$ cat src/rtl/trace_pkg.sv
// trace_pkg -- shared types and constants for the trace drain block.
//   drain_state_t   : drain FSM state encoding
//   TRACE_HDR_MAGIC : upper half of the optional header word
//   hdr_word()      : builds the header word {magic, depth}
// The header word is only used when TRACE_DRAIN_HDR_EN is defined.
package trace_pkg;

  typedef enum logic [2:0] {
    IDLE  = 3'd0,
    HDR   = 3'd1,
    PC    = 3'd2,
    INSTR = 3'd3,
    DONE  = 3'd4
  } drain_state_t;

  localparam logic [15:0] TRACE_HDR_MAGIC = 16'h7B0F;

  function automatic logic [31:0] hdr_word(input int depth);
    return {TRACE_HDR_MAGIC, 16'(depth)};
  endfunction

endpackage

$ cat src/rtl/trace_stream_reg.sv
// trace_stream_reg -- single-entry registered stream output stage.
//   clk, rst      : clock, async active-high reset
//   load          : capture data/last and raise tvalid
//   clr           : drop the held word (abort)
//   data, last    : word to capture
//   ready         : downstream tready
//   tdata, tvalid, tlast : registered stream outputs
//   free          : a new word may be loaded on this edge
// A held word stays untouched until it is accepted, so tdata/tlast are
// stable across any number of stall cycles.
module trace_stream_reg (
  input  logic        clk,
  input  logic        rst,
  input  logic        load,
  input  logic        clr,
  input  logic [31:0] data,
  input  logic        last,
  input  logic        ready,
  output logic [31:0] tdata,
  output logic        tvalid,
  output logic        tlast,
  output logic        free
);

  // Slot is free when empty or when the held word leaves on this edge.
  assign free = !tvalid || ready;

  always_ff @(posedge clk or posedge rst) begin
    if (rst) begin
      tdata  <= '0;
      tvalid <= 1'b0;
      tlast  <= 1'b0;
    end else if (clr) begin
      tvalid <= 1'b0;
      tlast  <= 1'b0;
    end else if (load) begin
      tdata  <= data;
      tlast  <= last;
      tvalid <= 1'b1;
    end else if (tvalid && ready) begin
      tvalid <= 1'b0;
      tlast  <= 1'b0;
    end
  end

endmodule

$ cat src/rtl/trace_drain.sv
// trace_drain -- drains a frozen trace buffer onto a valid/ready stream.
//   clk_i, rst_i          : clock, async active-high reset
//   start_i, abort_i      : begin / cancel a drain
//   triggered_i           : buffer frozen; a start is only accepted when set
//   wr_ptr_i              : oldest entry; the drain starts here
//   rd_addr_o             : buffer read address
//   rd_pc_i, rd_instr_i   : combinational buffer read data
//   tdata_o/tvalid_o/tready_i/tlast_o : output stream
//   busy_o, done_o, err_o : status (err_o is sticky until the next accepted start)
// Each entry is sent as a PC word then an INSTR word, DEPTH entries oldest
// first. Define TRACE_DRAIN_HDR_EN to prepend a {magic, DEPTH} header word.
module trace_drain
  import trace_pkg::*;
#(
  parameter int DEPTH = 64,
  localparam int AW   = $clog2(DEPTH)
) (
  input  logic          clk_i,
  input  logic          rst_i,
  input  logic          start_i,
  input  logic          abort_i,
  input  logic          triggered_i,
  input  logic [AW-1:0] wr_ptr_i,
  output logic [AW-1:0] rd_addr_o,
  input  logic [31:0]   rd_pc_i,
  input  logic [31:0]   rd_instr_i,
  output logic [31:0]   tdata_o,
  output logic          tvalid_o,
  input  logic          tready_i,
  output logic          tlast_o,
  output logic          busy_o,
  output logic          done_o,
  output logic          err_o
);

  localparam int CW = AW + 1;
  localparam logic [CW-1:0] LAST_CNT = CW'(DEPTH - 1);
  localparam logic [CW-1:0] FULL_CNT = CW'(DEPTH);

  drain_state_t  state;
  logic [CW-1:0] cnt;     // INSTR words loaded so far in this drain
  logic          load;
  logic          clr;
  logic [31:0]   ld_data;
  logic          ld_last;
  logic          free;
  logic          xfer;

  assign xfer = tvalid_o && tready_i;

  // Decide which word (if any) enters the stream register this edge.
  always_comb begin
    load    = 1'b0;
    ld_data = '0;
    ld_last = 1'b0;
    clr     = abort_i && (state != IDLE);
    if (!clr) begin
      case (state)
`ifdef TRACE_DRAIN_HDR_EN
        HDR: begin
          load    = free;
          ld_data = hdr_word(DEPTH);
        end
`endif
        PC: begin
          load    = free;
          ld_data = rd_pc_i;
        end
        INSTR: begin
          // Once every entry is loaded, just wait for the tlast word to go.
          load    = free && (cnt != FULL_CNT);
          ld_data = rd_instr_i;
          ld_last = (cnt == LAST_CNT);
        end
        default: ;
      endcase
    end
  end

  always_ff @(posedge clk_i or posedge rst_i) begin
    if (rst_i) begin
      state     <= IDLE;
      rd_addr_o <= '0;
      cnt       <= '0;
      busy_o    <= 1'b0;
      done_o    <= 1'b0;
      err_o     <= 1'b0;
    end else if (state == IDLE) begin
      done_o <= 1'b0;
      if (start_i) begin
        if (triggered_i) begin
          rd_addr_o <= wr_ptr_i;
          cnt       <= '0;
          err_o     <= 1'b0;
          busy_o    <= 1'b1;
`ifdef TRACE_DRAIN_HDR_EN
          state     <= HDR;
`else
          state     <= PC;
`endif
        end else begin
          err_o <= 1'b1;
        end
      end
    end else if (abort_i) begin
      // Abort wins over any transfer on the same edge.
      state  <= IDLE;
      busy_o <= 1'b0;
      done_o <= 1'b0;
    end else begin
      case (state)
`ifdef TRACE_DRAIN_HDR_EN
        HDR: if (load) state <= PC;
`endif
        PC: if (load) state <= INSTR;
        INSTR: begin
          if (load) begin
            cnt       <= cnt + 1'b1;
            rd_addr_o <= rd_addr_o + 1'b1;
            if (cnt != LAST_CNT) state <= PC;
          end else if (xfer && tlast_o) begin
            state  <= DONE;
            done_o <= 1'b1;
          end
        end
        DONE: begin
          state  <= IDLE;
          done_o <= 1'b0;
          busy_o <= 1'b0;
        end
        default: begin
          state  <= IDLE;
          busy_o <= 1'b0;
        end
      endcase
    end
  end

  trace_stream_reg u_stream (
    .clk    (clk_i),
    .rst    (rst_i),
    .load   (load),
    .clr    (clr),
    .data   (ld_data),
    .last   (ld_last),
    .ready  (tready_i),
    .tdata  (tdata_o),
    .tvalid (tvalid_o),
    .tlast  (tlast_o),
    .free   (free)
  );

endmodule

$ cat config.mk
export PLATFORM = sky130hd
export DESIGN_NAME = trace_drain
export DESIGN_NICKNAME = d
export VERILOG_FILES = /design/src/rtl/trace_pkg.sv /design/src/rtl/trace_stream_reg.sv /design/src/rtl/trace_drain.sv
export SDC_FILE = /design/constraint.sdc
export NUM_CORES = 1
export LEC_CHECK = 0
export CAP_MARGIN = 20
export CORE_UTILIZATION = 40
export DETAILED_ROUTE_END_ITERATION = 10
export GPL_TIMING_DRIVEN = 0
export PLACE_DENSITY = 0.77
export SLEW_MARGIN = 20
export SYNTH_ARGS = -nofsm -noshare
export SYNTH_HDL_FRONTEND = slang
export SYNTH_SLANG_ARGS = --single-unit
$ cat constraint.sdc
create_clock -name clk_i -period 4.7 [get_ports clk_i]
set_clock_uncertainty 0.2 [all_clocks]
set_input_delay 0.47 -clock clk_i [delete_from_list [all_inputs] [get_ports clk_i]]
set_output_delay 0.47 -clock clk_i [all_outputs]
set_load 0.02 [all_outputs]
* Word level (Yosys, flattened, before mapping)
Cells that the tools add are included.
** Word-level totals
- Output and inout bits :: 43
- Bits of input ports :: 76
- Bits in registers :: 53
- Word-level logic and storage cells :: 87
** Cells by class
- Reductions and logical operators :: 19
- Add/sub/neg operators :: 2
- Equality and inequality tests :: 15
- Bitwise logic cells :: 1
- Mux-type cells :: 41
** Operators with widths (count)
- case mux 32 bit (2 select lines) :: 1
- 2-to-1 mux 7 bit :: 6
- 2-to-1 mux 6 bit :: 6
- 2-to-1 mux 3 bit :: 8
- 2-to-1 mux 1 bit :: 17
- != test 4 bit, second input constant :: 3
- != test 5 bit, second input constant :: 2
- AND reduction 5 bit :: 2
- adder 7 x 1 -> 7 bit, second input constant :: 1
- equality test 7 x 6 -> 1 bit, second input constant :: 1
- != test 7 x 6 -> 1 bit, second input constant :: 1
- != test 7 bit, second input constant :: 1
- adder 6 x 1 -> 6 bit, second input constant :: 1
- equality test 3 x 2 -> 1 bit, second input constant :: 2
- case mux 3 bit (2 select lines) :: 1
- AND reduction 3 bit :: 2
- nonzero test 3 bit :: 2
- logical AND 1 bit :: 4
- != test 2 bit, second input constant :: 2
- case mux 1 bit (2 select lines) :: 2
- AND reduction 2 bit :: 2
- nonzero test 2 bit :: 2
- nonzero test 4 bit :: 1
- equality test 3 bit, second input constant :: 1
- 7 further kinds :: 7

* Longest topological paths before layout
Gate-level depths: netlist of the first run.
- Depth in word-level cells :: 9
- Gate-level depth with buffers :: 8
- Gate-level depth less buffers :: 6

* Modules after synthesis
Synthesis of the first run repeated with hierarchy kept, for this count alone.
** Unflattened totals
- Cell total of the unflattened synthesis :: 266
- Area total of the unflattened synthesis :: 3061.7 um^2
** By module, submodules not included
- trace_drain :: cells each 188, sequential area each 475.5 um^2, instances 1, area each 1647.8 um^2
- trace_stream_reg :: cells each 78, sequential area each 850.8 um^2, instances 1, area each 1413.9 um^2

* Worst setup path after synthesis of the first run
No wires, ideal clock.
- Kind :: flip-flop to flip-flop
- From :: register cnt[0]
- To :: register u_stream.tdata[0]
- Arrival time :: 1626 ps
- Cell stages (with the launch flop) :: 8
- Required time :: 4374 ps
- Setup time :: 126 ps
- Period minus slack after synthesis :: 1952 ps
- Path buffers :: 2
- Slack :: 2748 ps
- Cell sequence :: dfrtp_1 inv_1 ha_1 nand4b_1 o211a_1 buf_6 buf_6 a221o_1
** On the way
- Word-level cells in the longest chain between the ends :: 5
** Ends and longest elaborated chain
- start, declared :: RTL line trace_drain.sv:41 : logic [CW-1:0] cnt;
- start signal, assigned :: RTL line trace_drain.sv:118 : cnt <= cnt + 1'b1;
- != test 7 bit :: RTL line trace_drain.sv:71 : load = free && (cnt != FULL_CNT);
- logical AND 1 bit :: RTL line trace_drain.sv:71
- case mux 1 bit (2 select lines) :: RTL line trace_drain.sv:58 : case (state)
- 2-to-1 mux 1 bit :: RTL line trace_drain.sv:57 : if (!clr) begin
- AND reduction 2 bit (no source line)
- end signal, assigned :: RTL line trace_stream_reg.sv:37 : tdata <= data;
- end, declared :: RTL line trace_stream_reg.sv:19 : output logic [31:0] tdata,
No other way between the ends.
A chain may end at the register's enable or synchronous reset.

* Worst setup path in the final report of the first run
- From :: input abort_i
- To :: register rd_addr_o[3]
** On the way
- Word-level cells in the longest chain between the ends :: 4
- Elaborated cells on any way between the ends :: 5
- Those cells by class :: 1 x eq/ne; 1 x mux; 3 x reduce/logical
** Ends and longest elaborated chain
- start, declared :: RTL line trace_drain.sv:21 : input logic abort_i,
- logical AND 1 bit :: RTL line trace_drain.sv:56 : clr = abort_i && (state != IDLE);
- 2-to-1 mux 1 bit :: RTL line trace_drain.sv:57
- nonzero test 2 bit (no source line)
- AND reduction 5 bit (no source line) *
- end signal, assigned :: RTL line trace_drain.sv:92 : rd_addr_o <= wr_ptr_i;
- end signal, assigned :: RTL line trace_drain.sv:119 : rd_addr_o <= rd_addr_o + 1'b1;
- end, declared :: RTL line trace_drain.sv:24 : output logic [AW-1:0] rd_addr_o,
Every way passes the cells marked *; elsewhere a longest branch is shown, timed or not.

==> results.json, run 1 <==
{
  "status": "completed",
  "cts_tree": "built",
  "initial_utilization": 0.413,
  "startpoint_type": "input port",
  "grt_pass1_vias": 2687,
  "synthTopCellsByArea": "dfrtp_1 (51%), a221o_1 (12%), nand2_1 (6.2%), nor2_1 (5.6%), nor3_1 (1.7%)",
  "drv_cap": 0,
  "p_leak_nw": 1.64,
  "rsz0062_at_grt": "no",
  "synth.area.mux_share": 0.00381,
  "track_usage": 0.225,
  "clock-root-buffer": "clkbuf_8",
  "final_cell_mix": "clkdlybuf4s50_1 (118), dfrtp_1 (53), nand2_1 (43)",
  "use_met1": 0.284,
  "maxSlewViolCount": 0,
  "ant_nets": 0,
  "top_usage_layer": "met2",
  "cts_buffers": 5,
  "netlist_area_um2": 2620,
  "slowest_stage": "clkdlybuf4s50_1",
  "max-slew-margin-rel": 0.455,
  "finalHoldViolCount": 0,
  "grt_overflow_total": 0,
  "synth.top_cell.area_share": 0.505,
  "drc": 0,
  "wl_per_cell_um": 15.6,
  "vias": 2542,
  "grt_pass1_wl_um": 12500,
  "setup_tns_ns": 0,
  "nFillCells": 531,
  "clk_latency_ns": 0.30,
  "ys_seq_area_frac": 0.505,
  "cts.sink_count": 53,
  "synth_top_family_by_area": "compound AO/OA/AOI/OAI gates",
  "synthSimpleGateAreaFrac": 0.207,
  "worstPathRequired_ns": 4.71,
  "gp_congestion": 0.777,
  "worst_slack_ns": 2.37,
  "viasPerCell": 5.42,
  "std_cell_rows": 29,
  "hp-class": "in2async",
  "final_common_cell": "clkdlybuf4s50_1",
  "die_w_um": 83.0,
  "holdBufCountCts": 0,
  "crit_arrival_ns": 2.34,
  "grt_max_degree": 35,
  "met2_usage": 0.367,
  "portBuffers": 118,
  "postSynthCellCount": 265,
  "synth_compound_area_frac": 0.216,
  "path_cells": "clkdlybuf4s50_1 -> and4bb_1 -> o211a_1 -> clkbuf_1 -> a211oi_1 -> nor3_1",
  "endpoint_kind": "register",
  "crit_type": "in2reg",
  "first_pass_iters": 4,
  "grt_antenna_before_repair": 0,
  "ctsResizeCount": 0,
  "wl_um": 7310,
  "synth_edf_count": 0,
  "fin_nets": 470,
  "antenna_cells": 0,
  "cp_max_fo": 10,
  "setup_viol": 0,
  "place_ws_ns": 2.07,
  "p_total_mw": 2.00,
  "irDropWorstVdd_mv": 0.296,
  "grtUsageMet3": 0.0716,
  "clkSlewWorstSetupHoldPaths_ns": 0.09,
  "detail_route.iter0.violations": 92,
  "synth_xor_xnor_area_share": 0,
  "area_growth_pct": 52.6,
  "dominantRegCellSynth": "dfrtp_1",
  "drive_gt1_frac": 0.0689,
  "htree_levels": 2,
  "max_freq_mhz": 430,
  "async_flop_share": 1.00,
  "ios": 119,
  "ys_ff_latch": 53,
  "clockBufferDepth": 2,
  "fin_crit_sh": 0.495,
  "dp.final_hpwl_um": 5490,
  "avgSynthCellArea_um2": 9.90,
  "tightest_slew_ns": 0.815,
  "synth-adder-area-share": 0.0143,
  "slowest_delay_ns": 0.49,
  "syn-num-nets": 344,
  "yosys_warnings": 0,
  "p_per_area_nw_per_um2": 499,
  "die_h_um": 83.0,
  "postCtsSetupRepairBufs": 0,
  "fp.coreArea_um2": 6350,
  "fin_crit_ns": 2.33,
  "synth_cell_types": 42,
  "dieArea_um2": 6890,
  "yosysTopAreaCell": "dfrtp_1"
}
[synth_stat cells (all sizes together), types with 5 or more instances]
| cell | count |
|---|---|
| nand3 | 7 |
| dfrtp | 53 |
| nand2 | 43 |
| inv | 5 |
| buf | 14 |
| a221o | 32 |
| a21oi | 7 |
| clkbuf | 5 |
| nor2 | 39 |
| nor3 | 10 |
[final cells by class]
| class | count | area (um2) | share of cell area |
|---|---|---|---|
| sequential | 53 | 1330 | 0.331 |
| timing repair buffer | 119 | 1200 | 0.300 |
| multi-input combinational | 188 | 1160 | 0.289 |
| buffer | 19 | 121 | 0.0303 |
| clock inverter | 1 | 7.51 | 0.00187 |
| tap | 77 | 96.3 | 0.0241 |
| clock buffer | 7 | 76.3 | 0.0191 |
| inverter | 5 | 18.8 | 0.00469 |
[state kept, by name, summed over array words and instances (netlist names)]
register         flops
state                3
u_stream.tlast       1
u_stream.tvalid      1
cnt                  7
done_o               1
rd_addr_o            6
busy_o               1
u_stream.tdata      32
err_o                1
[per-layer routing]
layer / part of all wire / wire length (um)
met3: 0.081 / 589
met1: 0.43 / 3130
met4: 0.015 / 107
met2: 0.48 / 3490
met5: 0 / 0
[cells by family (layout without fill, tap and decap cells)]
family / Yosys count / in the layout
and+or+nand+nor: 118 / 118
muxes: 1 / 1
AOI/OAI and AO/OA: 66 / 66
buffers and inverters: 24 / 151
adders and majority gates: 3 / 3
DFF: 53 / 53
[critical path: cells and delay by family]
kind / cells / cell delay (ns)
compound gates: 2 / 0.34
buf+inv: 2 / 0.92
simple gates: 2 / 0.60
[per-stage QoR]
step / instance area, um2 / util / hold WS (ns) / cells
after detailed placement: 3920 / 0.618 / 0.286 / 461
after CTS: 4010 / 0.631 / 0.291 / 469
after global routing: 4010 / 0.631 / 0.326 / 469
after floorplan: 2620 / - / 0.262 / 265
final: 4010 / 0.631 / 0.278 / 469
after global placement: 3900 / 0.614 / 0.287 / 460
[where the power goes]
part,internal (mW),total (mW),switching (mW)
Sequential,0.627,0.754,0.127
Clock,0.106,0.250,0.145
Combinational,0.517,0.995,0.478
Total,1.25,2.00,0.750
[path summary, 6_finish.rpt]
path / startpoint / endpoint / slack (ns) / cells after the start
min reg2reg: err_o$_DFFE_PP0P_ / err_o$_DFFE_PP0P_ / 0.31 / 2
max: abort_i / rd_addr_o[3]$_DFFE_PP0P_ / 2.37 / 6
min: rst_i / err_o$_DFFE_PP0P_ / 0.28 / 2
max reg2reg: cnt[0]$_DFFE_PP0P_ / u_stream.tdata[6]$_DFFE_PP0P_ / 2.48 / 8
min in group clk_i: err_o$_DFFE_PP0P_ / err_o$_DFFE_PP0P_ / 0.31 / 2
max in group asynchronous: rst_i / cnt[6]$_DFFE_PP0P_ / 3.48 / 3
Note: power is estimated with default switching activity, not from simulation.
==> inputs of run 2 (changes only) <==
==> constraint.sdc (replaced) <==
create_clock -name clk_i -period 2.35 [get_ports clk_i]
set_clock_uncertainty 0.2 [all_clocks]
set_input_delay 0.235 -clock clk_i [delete_from_list [all_inputs] [get_ports clk_i]]
set_output_delay 0.235 -clock clk_i [all_outputs]
set_load 0.02 [all_outputs]
==> run 2 against run 1 <==
  * Worst setup slack worse by 2.3 ns
  * Sequential cell count unchanged
  * Routed wire length increased by 0.46%
  * First-iteration DRC count grew 27%
  * Final area rose by 0.62%
  * Largest power group unchanged
  * Largest cell class is now buffers
  * Sequential share of layout area fell by 0.21 points
  * Sequential power up 100%
==> results.json, run 2 (synthesized netlist as in run 1, its figures left out) <==
{
  "portBuffers": 118,
  "nFillCells": 528,
  "cts.sink_count": 53,
  "worstPathRequired_ns": 2.36,
  "clock-root-buffer": "clkbuf_8",
  "worst_slack_ns": 0.0917,
  "grt_antenna_before_repair": 0,
  "first_pass_iters": 4,
  "gp_congestion": 0.777,
  "hp-class": "in2async",
  "die_h_um": 83.0,
  "place_ws_ns": -0.0402,
  "drv_cap": 0,
  "wl_per_cell_um": 15.6,
  "dp_cells": 461,
  "p_sw_mw": 1.50,
  "grt_overflow_total": 0,
  "antenna_cells": 0,
  "largest_reg_flops": 32,
  "endpoint_kind": "register",
  "p_seq_frac": 0.377,
  "vias": 2558,
  "cp_max_fo": 10,
  "setup_viol": 0,
  "drive_gt1_frac": 0.0763,
  "final_cell_mix": "clkdlybuf4s50_1 (118), dfrtp_1 (53), nand2_1 (43)",
  "largestRegisters": "u_stream.tdata: 32 flops, cnt: 7 flops, rd_addr_o: 6 flops",
  "initial_utilization": 0.413,
  "cts_tree": "built",
  "regMostFlops": "u_stream.tdata",
  "swShare": 0.375,
  "rsz0062_at_grt": "yes",
  "stdcell_area_um2": 4030,
  "clockBufferDepth": 2,
  "clkSlewWorstSetupHoldPaths_ns": 0.09,
  "detail_route.iter0.violations": 117,
  "fin_nets": 471,
  "status": "completed",
  "crit_arrival_ns": 2.27,
  "internal_power_mw": 2.50,
  "finalHoldViolCount": 0,
  "wl_um": 7350,
  "post_dp_cell_area_um2": 3920,
  "area_growth_pct": 53.6,
  "viasPerCell": 5.44,
  "grt_pass1_vias": 2687,
  "max-slew-margin-rel": 0.642,
  "maxSlewViolCount": 0,
  "std_cell_rows": 29,
  "holdBufCountCts": 0,
  "grt_max_degree": 35,
  "startpoint_type": "register",
  "cts_buffers": 5,
  "max_freq_mhz": 443,
  "clk_latency_ns": 0.30,
  "p_per_area_nw_per_um2": 993,
  "tightest_slew_ns": 0.538,
  "power_frac_clock": 0.125,
  "track_usage": 0.225,
  "p_leak_nw": 1.65,
  "fp.coreArea_um2": 6350,
  "die_w_um": 83.0,
  "crit_type": "reg2reg",
  "final_common_cell": "clkdlybuf4s50_1",
  "stdcell_count": 470,
  "grt_pass1_wl_um": 12500,
  "setup_tns_ns": 0,
  "drc": 0,
  "ios": 119,
  "irDropWorstVdd_mv": 0.590,
  "htree_levels": 2,
  "dp.final_hpwl_um": 5490,
  "fin_crit_ns": 2.26,
  "dieArea_um2": 6890,
  "ant_nets": 0,
  "p_comb_frac": 0.498,
  "fin_crit_sh": 0.961
}
run 2: timing repair:
item | in CTS | in global routing
buffers inserted | 0 | 1
resized for setup | 0 | 5
endpoints found under the setup margin | 0 | 23
run 2: critical path, cell delays in order, from the launching register on:
cell and delay, ns:
dfrtp_1 0.42, inv_1 0.07, ha_1 0.20, nand4b_1 0.24
o211a_1 0.24, clkbuf_1 0.43, a211oi_1 0.14, nor3_1 0.22
run 2: power groups by stage:
stage,Clock (mW),Sequential (mW),Combinational (mW)
after global routing,0.544,1.56,2.13
final,0.500,1.51,2.00
after global placement,0,1.51,1.97
after floorplan,0,1.89,0.622
after detailed placement,0,1.50,2.00
after CTS,0.516,1.51,2.00
run 2: layer usage:
metal / global-route usage / wire [um]
met3: 0.0716 / 627
met2: 0.367 / 3510
met4: 0.0737 / 129
met5: 0 / 0
met1: 0.284 / 3080
run 2: worst paths after layout:
kind / startpoint / to / slack (ns) / cells after the start
max: cnt[0]$_DFFE_PP0P_ / rd_addr_o[3]$_DFFE_PP0P_ / 0.09 / 7
min: rst_i / err_o$_DFFE_PP0P_ / 0.05 / 2
max reg2reg: cnt[0]$_DFFE_PP0P_ / rd_addr_o[3]$_DFFE_PP0P_ / 0.09 / 7
min reg2reg: cnt[5]$_DFFE_PP0P_ / cnt[5]$_DFFE_PP0P_ / 0.31 / 1
max in group asynchronous: rst_i / rd_addr_o[3]$_DFFE_PP0P_ / 1.37 / 3
min in group clk_i: cnt[5]$_DFFE_PP0P_ / cnt[5]$_DFFE_PP0P_ / 0.31 / 1
run 2: final cells by class:
type	instances	area (um2)	area share
inverter	5	18.8	0.00466
clock inverter	1	7.51	0.00186
clock buffer	7	76.3	0.0189
tap	77	96.3	0.0239
multi-input combinational	188	1170	0.291
buffer	19	125	0.0310
sequential	53	1330	0.329
timing repair buffer	120	1210	0.300
run 2: metrics by stage:
step	hold WS, ns	utilization	power (mW)
2_1_floorplan	0.108	-	2.51
3_5_place_dp	0.286	0.618	3.51
4_1_cts	0.0561	0.631	4.03
6_report	0.0458	0.635	4.00
5_1_grt	0.0908	0.635	4.24
3_3_place_gp	0.287	0.614	3.48
